**config.mk**
```make
export PLATFORM = sky130hd
export DESIGN_NAME = neuron_mac
export DESIGN_NICKNAME = d
export VERILOG_FILES = /design/src/rtl/neuron_mac.sv
export SDC_FILE = /design/constraint.sdc
export NUM_CORES = 1
export LEC_CHECK = 0
export ABC_CLOCK_PERIOD_IN_PS = 10000
export CAP_MARGIN = 5
export CORE_MARGIN = 2
export CORE_UTILIZATION = 44
export CTS_CLUSTER_SIZE = 40
export DETAILED_ROUTE_END_ITERATION = 6
export SYNTH_ARGS = -nofsm -noshare
export SYNTH_HDL_FRONTEND = slang
export SYNTH_SLANG_ARGS = --single-unit
```
**constraint.sdc**
```tcl
create_clock -name clk -period 10 [get_ports clk]
set_clock_uncertainty 0.05 [all_clocks]
set_input_delay 1.5 -clock clk [delete_from_list [all_inputs] [get_ports clk]]
set_output_delay 1.5 -clock clk [all_outputs]
set_load 0.01 [all_outputs]
```
**src/rtl/neuron_mac.sv**
```systemverilog
// rtl/neuron_mac.sv - single-neuron multiply-accumulate with bias, saturation and optional ReLU
//
// Purpose:
//   Consumes NUM_WEIGHT signed fixed-point activations and fetches the
//   matching weight from an external ROM with a one-cycle registered read.
//   The products are accumulated at full precision. The bias is then added
//   and the sum is scaled back to the Q format. The result is saturated,
//   optionally passed through ReLU, and held on a valid/ready output until
//   the next layer accepts it.
//
// Ports:
//   clk, rst_n          clock, synchronous active-low reset
//   in_data/valid/ready activation stream (signed), accepted when valid & ready
//   w_ren, w_radd       weight ROM read request, issued with each accept
//   w_dout              weight ROM data, valid the cycle after w_ren
//   bias                neuron bias (signed, same Q format), sampled in BIAS only
//   out_data/valid      neuron result, held until out_ready
//   out_ready           downstream accept
module neuron_mac #(
   parameter int NUM_WEIGHT = 10,
   parameter int DATA_WIDTH = 16,
   parameter int FRAC_BITS  = 12,
   parameter int ADDR_W     = $clog2(NUM_WEIGHT),
   parameter int ACT_RELU   = 1
) (
   input  logic                  clk,
   input  logic                  rst_n,
   input  logic [DATA_WIDTH-1:0] in_data,
   input  logic                  in_valid,
   output logic                  in_ready,
   output logic                  w_ren,
   output logic [ADDR_W-1:0]     w_radd,
   input  logic [DATA_WIDTH-1:0] w_dout,
   input  logic [DATA_WIDTH-1:0] bias,
   output logic [DATA_WIDTH-1:0] out_data,
   output logic                  out_valid,
   input  logic                  out_ready
);

   localparam int ACC_W = 2*DATA_WIDTH + ADDR_W;
   // One extra bit so that adding the scaled bias to an extreme
   // accumulator value cannot wrap.
   localparam int SUM_W = ACC_W + 1;
   localparam logic signed [SUM_W-1:0] SAT_MAX = SUM_W'(2**(DATA_WIDTH-1) - 1);
   localparam logic signed [SUM_W-1:0] SAT_MIN = SUM_W'(-(2**(DATA_WIDTH-1)));
   localparam logic [ADDR_W-1:0] LAST_IDX = ADDR_W'(NUM_WEIGHT-1);

   typedef enum logic [1:0] {ACC, LAST, BIAS, OUT} state_t;

   state_t                        state_q, state_d;
   logic [ADDR_W-1:0]             idx_q, idx_d;
   logic signed [ACC_W-1:0]       acc_q, acc_d;
   logic                          mac_pend_q, mac_pend_d;
   logic signed [DATA_WIDTH-1:0]  in_reg_q, in_reg_d;
   logic [DATA_WIDTH-1:0]         out_data_q, out_data_d;
   logic                          out_valid_q, out_valid_d;

   logic                          accept;
   logic signed [DATA_WIDTH-1:0]  w_s;
   logic signed [DATA_WIDTH-1:0]  bias_s;
   logic signed [2*DATA_WIDTH-1:0] product;
   logic signed [SUM_W-1:0]       biased;
   logic signed [SUM_W-1:0]       shifted;
   logic signed [DATA_WIDTH-1:0]  result;

   assign in_ready  = (state_q == ACC);
   assign accept    = in_valid & in_ready;
   assign w_ren     = accept;
   assign w_radd    = idx_q;
   assign out_data  = out_data_q;
   assign out_valid = out_valid_q;

   assign w_s     = $signed(w_dout);
   assign bias_s  = $signed(bias);
   // in_reg_q holds the activation whose weight arrives on w_dout this cycle.
   assign product = in_reg_q * w_s;

   // Bias is moved to the product's scale (2*FRAC_BITS fractional bits)
   // before the add; the arithmetic right shift then floors back to Q format.
   always_comb begin
      biased  = SUM_W'(acc_q) + (SUM_W'(bias_s) <<< FRAC_BITS);
      shifted = biased >>> FRAC_BITS;
      if (shifted > SAT_MAX) begin
         result = SAT_MAX[DATA_WIDTH-1:0];
      end else if (shifted < SAT_MIN) begin
         result = SAT_MIN[DATA_WIDTH-1:0];
      end else begin
         result = shifted[DATA_WIDTH-1:0];
      end
      if ((ACT_RELU != 0) && (result < 0)) begin
         result = '0;
      end
   end

   always_comb begin
      state_d     = state_q;
      idx_d       = idx_q;
      acc_d       = acc_q;
      mac_pend_d  = 1'b0;
      in_reg_d    = in_reg_q;
      out_data_d  = out_data_q;
      out_valid_d = out_valid_q;

      if (mac_pend_q) begin
         acc_d = acc_q + ACC_W'(product);
      end

      if (accept) begin
         in_reg_d   = $signed(in_data);
         mac_pend_d = 1'b1;
         if (idx_q == LAST_IDX) begin
            idx_d   = '0;
            state_d = LAST;
         end else begin
            idx_d = idx_q + 1'b1;
         end
      end

      case (state_q)
         LAST: state_d = BIAS;
         BIAS: begin
            out_data_d  = result;
            out_valid_d = 1'b1;
            state_d     = OUT;
         end
         OUT: begin
            if (out_ready) begin
               out_valid_d = 1'b0;
               acc_d       = '0;
               state_d     = ACC;
            end
         end
         default: ;
      endcase
   end

   always_ff @(posedge clk) begin
      if (!rst_n) begin
         state_q     <= ACC;
         idx_q       <= '0;
         acc_q       <= '0;
         mac_pend_q  <= 1'b0;
         in_reg_q    <= '0;
         out_data_q  <= '0;
         out_valid_q <= 1'b0;
      end else begin
         state_q     <= state_d;
         idx_q       <= idx_d;
         acc_q       <= acc_d;
         mac_pend_q  <= mac_pend_d;
         in_reg_q    <= in_reg_d;
         out_data_q  <= out_data_d;
         out_valid_q <= out_valid_d;
      end
   end

endmodule

```
==> results of run 1 <==
[area by class of cell]
| class | count | area share |
|---|---|---|
| Timing Repair Buffer | 80 | 0.0453 |
| Multi-Input combinational cell | 1253 | 0.730 |
| Inverter | 395 | 0.0858 |
| Clock inverter | 7 | 0.00579 |
| Tap cell | 461 | 0.0334 |
| Clock buffer | 9 | 0.0130 |
| Sequential cell | 75 | 0.0869 |
[layout by cell type (no fill, tap or decap), types with 12 or more instances in the layout]
| master | instances |
|---|---|
| o21ai_0 | 50 |
| mux2i_1 | 24 |
| xor2_1 | 20 |
| nor2_1 | 85 |
| inv_1 | 395 |
| a211oi_1 | 12 |
| and2_1 | 130 |
| xnor2_1 | 31 |
| a21oi_1 | 78 |
| ha_1 | 131 |
| a21o_1 | 26 |
| nand3_1 | 19 |
| clkdlybuf4s50_1 | 73 |
| dfxtp_1 | 74 |
| nand2_1 | 202 |
| fa_1 | 315 |
[sequential cells by signal (all words and copies together), names as in the netlist]
register and flops:
out_data 15, mac_pend_q 1, in_reg_q 16, acc_q 36, w_radd 4, out_valid 1
state_q 2
[per-stage QoR]
| stage | total power, mW | area (sq um) |
|---|---|---|
| floorplan | 3.06 | 15900 |
| global placement | 3.82 | 17000 |
| detailed placement | 3.86 | 17000 |
| CTS | 4.25 | 17300 |
| global route | 4.74 | 17300 |
| finish | 4.21 | 17300 |
[power breakdown]
part / switching [mW] / internal, mW
registers: 0.0636 / 0.339
clock network: 0.144 / 0.221
logic: 2.01 / 1.43
total: 2.22 / 1.99
[how the worst min path moves through the flow]
stage                          from   endpoint
after floorplan            acc_q[6]   acc_q[6]
after global placement    out_valid  out_valid
after detailed placement  out_valid  out_valid
after CTS                 out_valid  out_valid
after global routing      out_valid  out_valid
final                     out_valid  out_valid
[layer usage]
metal	vias to the layer above	share of wire	global-route usage
met1	6041	0.41	0.257
met3	33	0.030	0.0188
met4	0	0.015	0.0382
met2	198	0.55	0.390
li1	5532	-	-
met5	-	0	0
[logic make-up after synthesis]
logic type,synth area share
XOR/XNOR,0.0282
buffers and inverters,0.110
flip-flops,0.0946
adder cells (fa/ha/maj),0.501
AND/OR/NAND/NOR,0.151
AO/OA/AOI/OAI,0.0991
multiplexers,0.0166
other,0.000236
[worst reg2reg max path: stages (launching register included)]
cell and delay [ns]:
dfxtp_1 0.75, and2_1 0.27, inv_1 0.07, fa_1 0.58
fa_1 0.89, fa_1 0.50, inv_1 0.09, fa_1 0.41
fa_1 0.50, inv_1 0.05, fa_1 0.47, inv_1 0.04
ha_1 0.35, and3_1 0.20, and2_1 0.16, a221oi_1 0.40
nand3_1 0.12, o21ai_0 0.42, o221ai_1 0.23, xnor2_1 0.18
mux2i_1 0.14, nor2_1 0.06
==> impl_results.md, run 1 <==
- Fin util: 0.486
- Status: finished clean
- RSZ-0062 raised after global routing: no
- Clk_lat worst skew: about 0.35 ns
- Worst Slack Setup Final: around 1.9 ns
- Period utilisation layout: 0.815
- Initial Utilization: 0.446
- Worst Hold Depth: 2
- Clock Tree Root: clkbuf_16
- DR pass1 iterations: 5
- Pwr Density: about 240 mW/mm^2
- R2r startpoint: in_reg_q[15]
- TNS Setup: 0 ns
- Cell Chain, Critical Path: clkdlybuf4s50_1 -> and2_1 -> inv_1 -> fa_1 -> fa_1 -> fa_1 -> inv_1 -> fa_1 -> fa_1 -> inv_1 -> fa_1 -> inv_1 -> ha_1 -> and3_1 -> and2_1 -> a221oi_1 -> nand3_1 -> o21ai_0 -> o221ai_1 -> xnor2_1 -> mux2i_1 -> nor2_1
- Min-delay worst type: reg -> reg
- Most instantiated cells after synthesis: 395 x inv_1, 315 x fa_1, 202 x nand2_1
- Top FF cell, synth: dfxtp_1
- Crit path max-delay cell type: clkdlybuf4s50_1
- Most area-consuming cells after synthesis: fa_1 40%, ha_1 10%, dfxtp_1 9.5%
- Vias in the first global route: between 10,000 and 15,000
- Maximum clock path buffer count: 2
- Yosys warns: 0
- Detail Placement HPWL: about 31 mm
- Flop and latch count out of synthesis: 75
- Layout area overhead: 8.97%
- Final max-slew violation count: 0
- Leakage power total: 8.71 nW
- Area leader, netlist: fa_1
- Max-Cap Viols: 0
- Endpoints failing hold: 0
- CTS buffer count: 9
- Vias per Instance: between 5 and 6
- H-tree depth: 3
- Crit path buf inv count: 5
- Layout cell share with drive strength beyond 1: 0.0269
- Antenna-violating nets left: 0
- Placed cells: around 2,300
- Drt wl/cell: about 16 um
- Place WS: about 1.6 ns
- Worst Setup Start Kind: primary input
- Syn_nets: 2,281
- Reg-to-Reg End: acc_q[35]
- Num ports: 75
- Port Buffers: 73
- Sequential-to-total area share from yosys stat: 0.0946
- Worst path most repeated cell: fa_1
- Top-count cell post-synth: inv_1
- Slew @ Worst Pin: between 1 and 1.5 ns
- Die W: just under 200 um
- Die Ht: ~190 um
- Setup slack, reg-to-reg: roughly 3.0 ns
- First-pass GRT wire length: approximately 63 mm
- Layout Cells excl Fill: around 2,300
- GP Congestion: 0.875
- Setup crit start: w_dout[5]
- Post-CTS sizing: 0
- Antenna violations before repair: 0
- # setup viols final: 0
- Crit path DAT: ~8.3 ns
- CP top delay family: adder cells
- Synth cell types: 69
- Die area: roughly 0.038 sq mm
- Synth top area share: 0.397
- Largest stage delay, worst path: 0.86 ns
- Async set-reset flop share out of synthesis: 0
- Post-Synthesis Cell Area: 0.0159 sq mm
- Clock transition at path regs: around 0.070 ns
- Post-synthesis area per instance: 8.90 sq um
- Critical Path End: acc_q[35]
- Postcts setup bufs: 0
- Worst Path Class, Setup: in -> reg
- Hold Slack: around 0.42 ns
- Multi-input gate area: 0.0126 sq mm
- Maximum fanout along the worst path: 16
- Post-route DRC: 0
- Max Freq: around 120 MHz
- Seq. cell area: between 0.0015 and 0.002 sq mm
- Rel. slew slack: 0.248
- Reg2Reg Depth: 21
- Final net count: about 2,300
- CTS tree: yes
- Routed WL: about 37 mm
- Core Rows: between 60 and 70
- Post-synth EDFFs: 0
- Max VDD drop: 0.000248 V
- DR iter-0 viols: between 500 and 600
- Total Routing Usage GR: 0.206
- Fillers: about 3,500
- WP depth: 22
- CORE AREA: 0.0356 sq mm
- CTS sink count: between 70 and 80
- Antenna cells: 0
- Synth Instances: between 1,500 and 2,000
- Post-CTS Hold Buffers: 0
- Total grt overflow: 0
- Vias post-DR: between 10,000 and 15,000
- Crit path time final: about 8.1 ns
- WP data required: between 10 and 15 ns
- Critical path capture point type: register
- Largest net degree at the start of global routing: 42
Power figures use the tool's default switching activity.
==> run 2, diff against run 1 <==
ABC_CLOCK_PERIOD_IN_PS = 8250   (was 10000)
clock period = 8.25 ns   (was 10 ns; I/O delays follow)
==> impl_results.md, run 2 (synthesis results as in run 1) <==
- Status: finished clean
- GP Congestion: 0.846 (-3.4%)
- Total grt overflow: 0 (unchanged)
- Largest net degree at the start of global routing: 42 (unchanged)
- First-pass GRT wire length: 63.4 mm (+0.23%)
- Final max-slew violation count: 0 (unchanged)
- Period utilisation layout: 0.927
- Port Buffers: 73 (unchanged)
- Initial Utilization: 0.446 (unchanged)
- Most common cell after layout, fill and taps aside: inv_1
- Crit path buf inv count: 7 (+2)
- Cell Chain, Critical Path: clkdlybuf4s50_1 -> nand2_1 -> inv_1 -> fa_1 -> fa_1 -> inv_1 -> fa_1 -> inv_1 -> fa_1 -> fa_1 -> inv_1 -> fa_1 -> inv_1 -> ha_1 -> a21o_1 -> a21o_1 -> a221oi_1 -> inv_1 -> o211ai_1 -> a221oi_1 -> xor2_1 -> mux2i_1 -> nor2_1
- Clock Tree Root: clkbuf_16
- Leakage power total: 8.79 nW (+0.93%)
- Hold Slack: 0.451 ns (+0.0264 ns)
- Die Ht: 194 um (unchanged)
- Crit path DAT: 7.81 ns (-0.51 ns)
- Largest register FFs: 36 (unchanged)
- Post-CTS Hold Buffers: 0 (unchanged)
- Final net count: 2,330 (+0.78%)
- Worst Path Class, Setup: in -> reg
- Internal power: 2.40 mW (+21%)
- Layout area overhead: 9.69%
- Routed WL: 36.9 mm (+0.75%)
- CP top delay family: adder cells
- Die W: 194 um (unchanged)
- Largest Register: acc_q
- Detail Placement HPWL: 31.8 mm (+2.1%)
- Largest stage delay, worst path: 0.86 ns (about the same)
- Hold_sp: out_valid
- Vias in the first global route: 12,700 (-0.59%)
- Setup crit start: w_dout[4]
- Post-route DRC: 0 (unchanged)
- Placed Area: 0.0171 sq mm (+0.80%)
- Total Routing Usage GR: 0.207 (+0.000648)
- WP data required: 8.41 ns (-1.76 ns)
- Max Freq: approximately 130 MHz
- Die area: 0.0376 sq mm (unchanged)
- H-tree depth: 3 (unchanged)
- Most frequent cells in the layout: 395 x inv_1, 315 x fa_1, 202 x nand2_1
- Sequential power share: 0.096 (about the same)
- # setup viols final: 0 (unchanged)
- Clk_lat worst skew: 0.33 ns (-0.02 ns)
- P_sw: 2.68 mW (+21%)
- CTS buffer count: 9 (unchanged)
- CTS sink count: 75 (unchanged)
- Critical path capture point type: register
- Endpoints failing hold: 0 (unchanged)
- Antenna-violating nets left: 0 (unchanged)
- Antenna violations before repair: 0 (unchanged)
- CORE AREA: 0.0356 sq mm (unchanged)
- Max VDD drop: 0.000310 V (+25%)
- DR iter-0 viols: 599 (+12%)
- Num ports: 75 (unchanged)
- Core Rows: 69 (unchanged)
- Max-Cap Viols: 0 (unchanged)
- Crit path max-delay cell type: clkdlybuf4s50_1
- Antenna cells: 0 (unchanged)
- Drt wl/cell: 16.1 um (about the same)
- Fillers: 3,476 (-0.29%)
- Slew @ Worst Pin: 1.09 ns (-0.0380 ns)
- Finished Cell Area: 0.0174 sq mm (+0.66%)
- Clock network fraction of total power: 0.079 (-0.008)
- Fin util: 0.489 (+0.00320)
- Maximum clock path buffer count: 2 (unchanged)
- Place WS: 0.282 ns (-1.30 ns)
- Pwr Density: 292 mW/mm^2 (+20%)
- Min-delay worst type: reg -> reg
- DR pass1 iterations: 5 (unchanged)
- TNS Setup: 0 ns (unchanged)
- Worst Setup Start Kind: primary input
- RSZ-0062 raised after global routing: no
- Layout cell share with drive strength beyond 1: 0.0365 (+0.00953)
- Vias post-DR: 11,800 (-0.18%)
- Sw frac: 0.528 (about the same)
- Clock transition at path regs: 0.06 ns (about the same)
- Vias per Instance: 5.13 (-0.96%)
- R2r startpoint: in_reg_q[15]
- Postcts setup bufs: 0 (unchanged)
- Post-CTS sizing: 0 (unchanged)
- Worst Slack Setup Final: 0.603 ns (-1.25 ns)
- Rel. slew slack: 0.273 (+0.0253)
- Crit path time final: 7.65 ns
- Gate power share: 0.824 (+0.006)
- Maximum fanout along the worst path: 16 (unchanged)
- CTS tree: yes
==> run 2: changes by cell type in the layout (fill, tap and decap cells not counted) <==
cell	change
buf_4	+18
clkinv_4	+2
bufinv_16	-1
clkbuf_8	+1
clkinv_2	+1
clkinvlp_4	-1
inv_6	-1
inv_8	-1
==> run 2: per-layer routing <==
| metal | vias to the layer above | GRT usage | routed length, um |
|---|---|---|---|
| met5 | - | 0 | 0 |
| met4 | 0 | 0.0247 | 294 |
| li1 | 5577 | - | - |
| met3 | 19 | 0.0172 | 901 |
| met2 | 172 | 0.394 | 20400 |
| met1 | 6015 | 0.262 | 15300 |
==> run 2: power groups by stage <==
stage / Clock (mW) / Combinational, mW / Sequential, mW
after floorplan: 0 / 3.26 / 0.448
after global placement: 0 / 4.14 / 0.499
after detailed placement: 0 / 4.20 / 0.499
after CTS: 0.411 / 4.23 / 0.491
after global routing: 0.427 / 4.79 / 0.497
final: 0.402 / 4.19 / 0.490
==> run 2: area by class of cell <==
type                            instances  area, sq um  area share
Timing Repair Buffer                   98          918      0.0528
Clock inverter                          6         65.1     0.00374
Clock buffer                           10          239      0.0137
Multi-Input combinational cell       1253        12600       0.725
Inverter                              395         1480      0.0852
Tap cell                              461          577      0.0331
Sequential cell                        75         1500      0.0863
==> run 2: final timing paths <==
path	to	slack, ns	depth (start not counted)
worst max-delay path	acc_q[29]	0.60	23
worst max register to register	acc_q[34]	1.36	21
worst min register to register	out_valid	0.45	2
worst min-delay path	out_valid	0.45	2
==> run 2: worst reg2reg max path, stage by stage, from the launching register on <==
cell,delay [ns]
dfxtp_1,0.84
and2_1,0.30
inv_1,0.08
fa_1,0.50
buf_4,0.18
fa_1,0.64
fa_1,0.59
inv_1,0.05
fa_1,0.49
fa_1,0.49
inv_1,0.05
fa_1,0.48
inv_1,0.04
ha_1,0.38
a21oi_1,0.30
o21bai_1,0.10
a21oi_1,0.26
o21ai_0,0.13
a311oi_1,0.40
nand4_1,0.16
mux2i_1,0.20
a311o_1,0.13
==> run 2: through the flow <==
stage          power [mW]  cells
2_1_floorplan        3.71   1783
4_1_cts              5.14   2298
3_5_place_dp         4.70   2282
3_3_place_gp         4.64   2282
6_report             5.08   2298
5_1_grt              5.72   2298
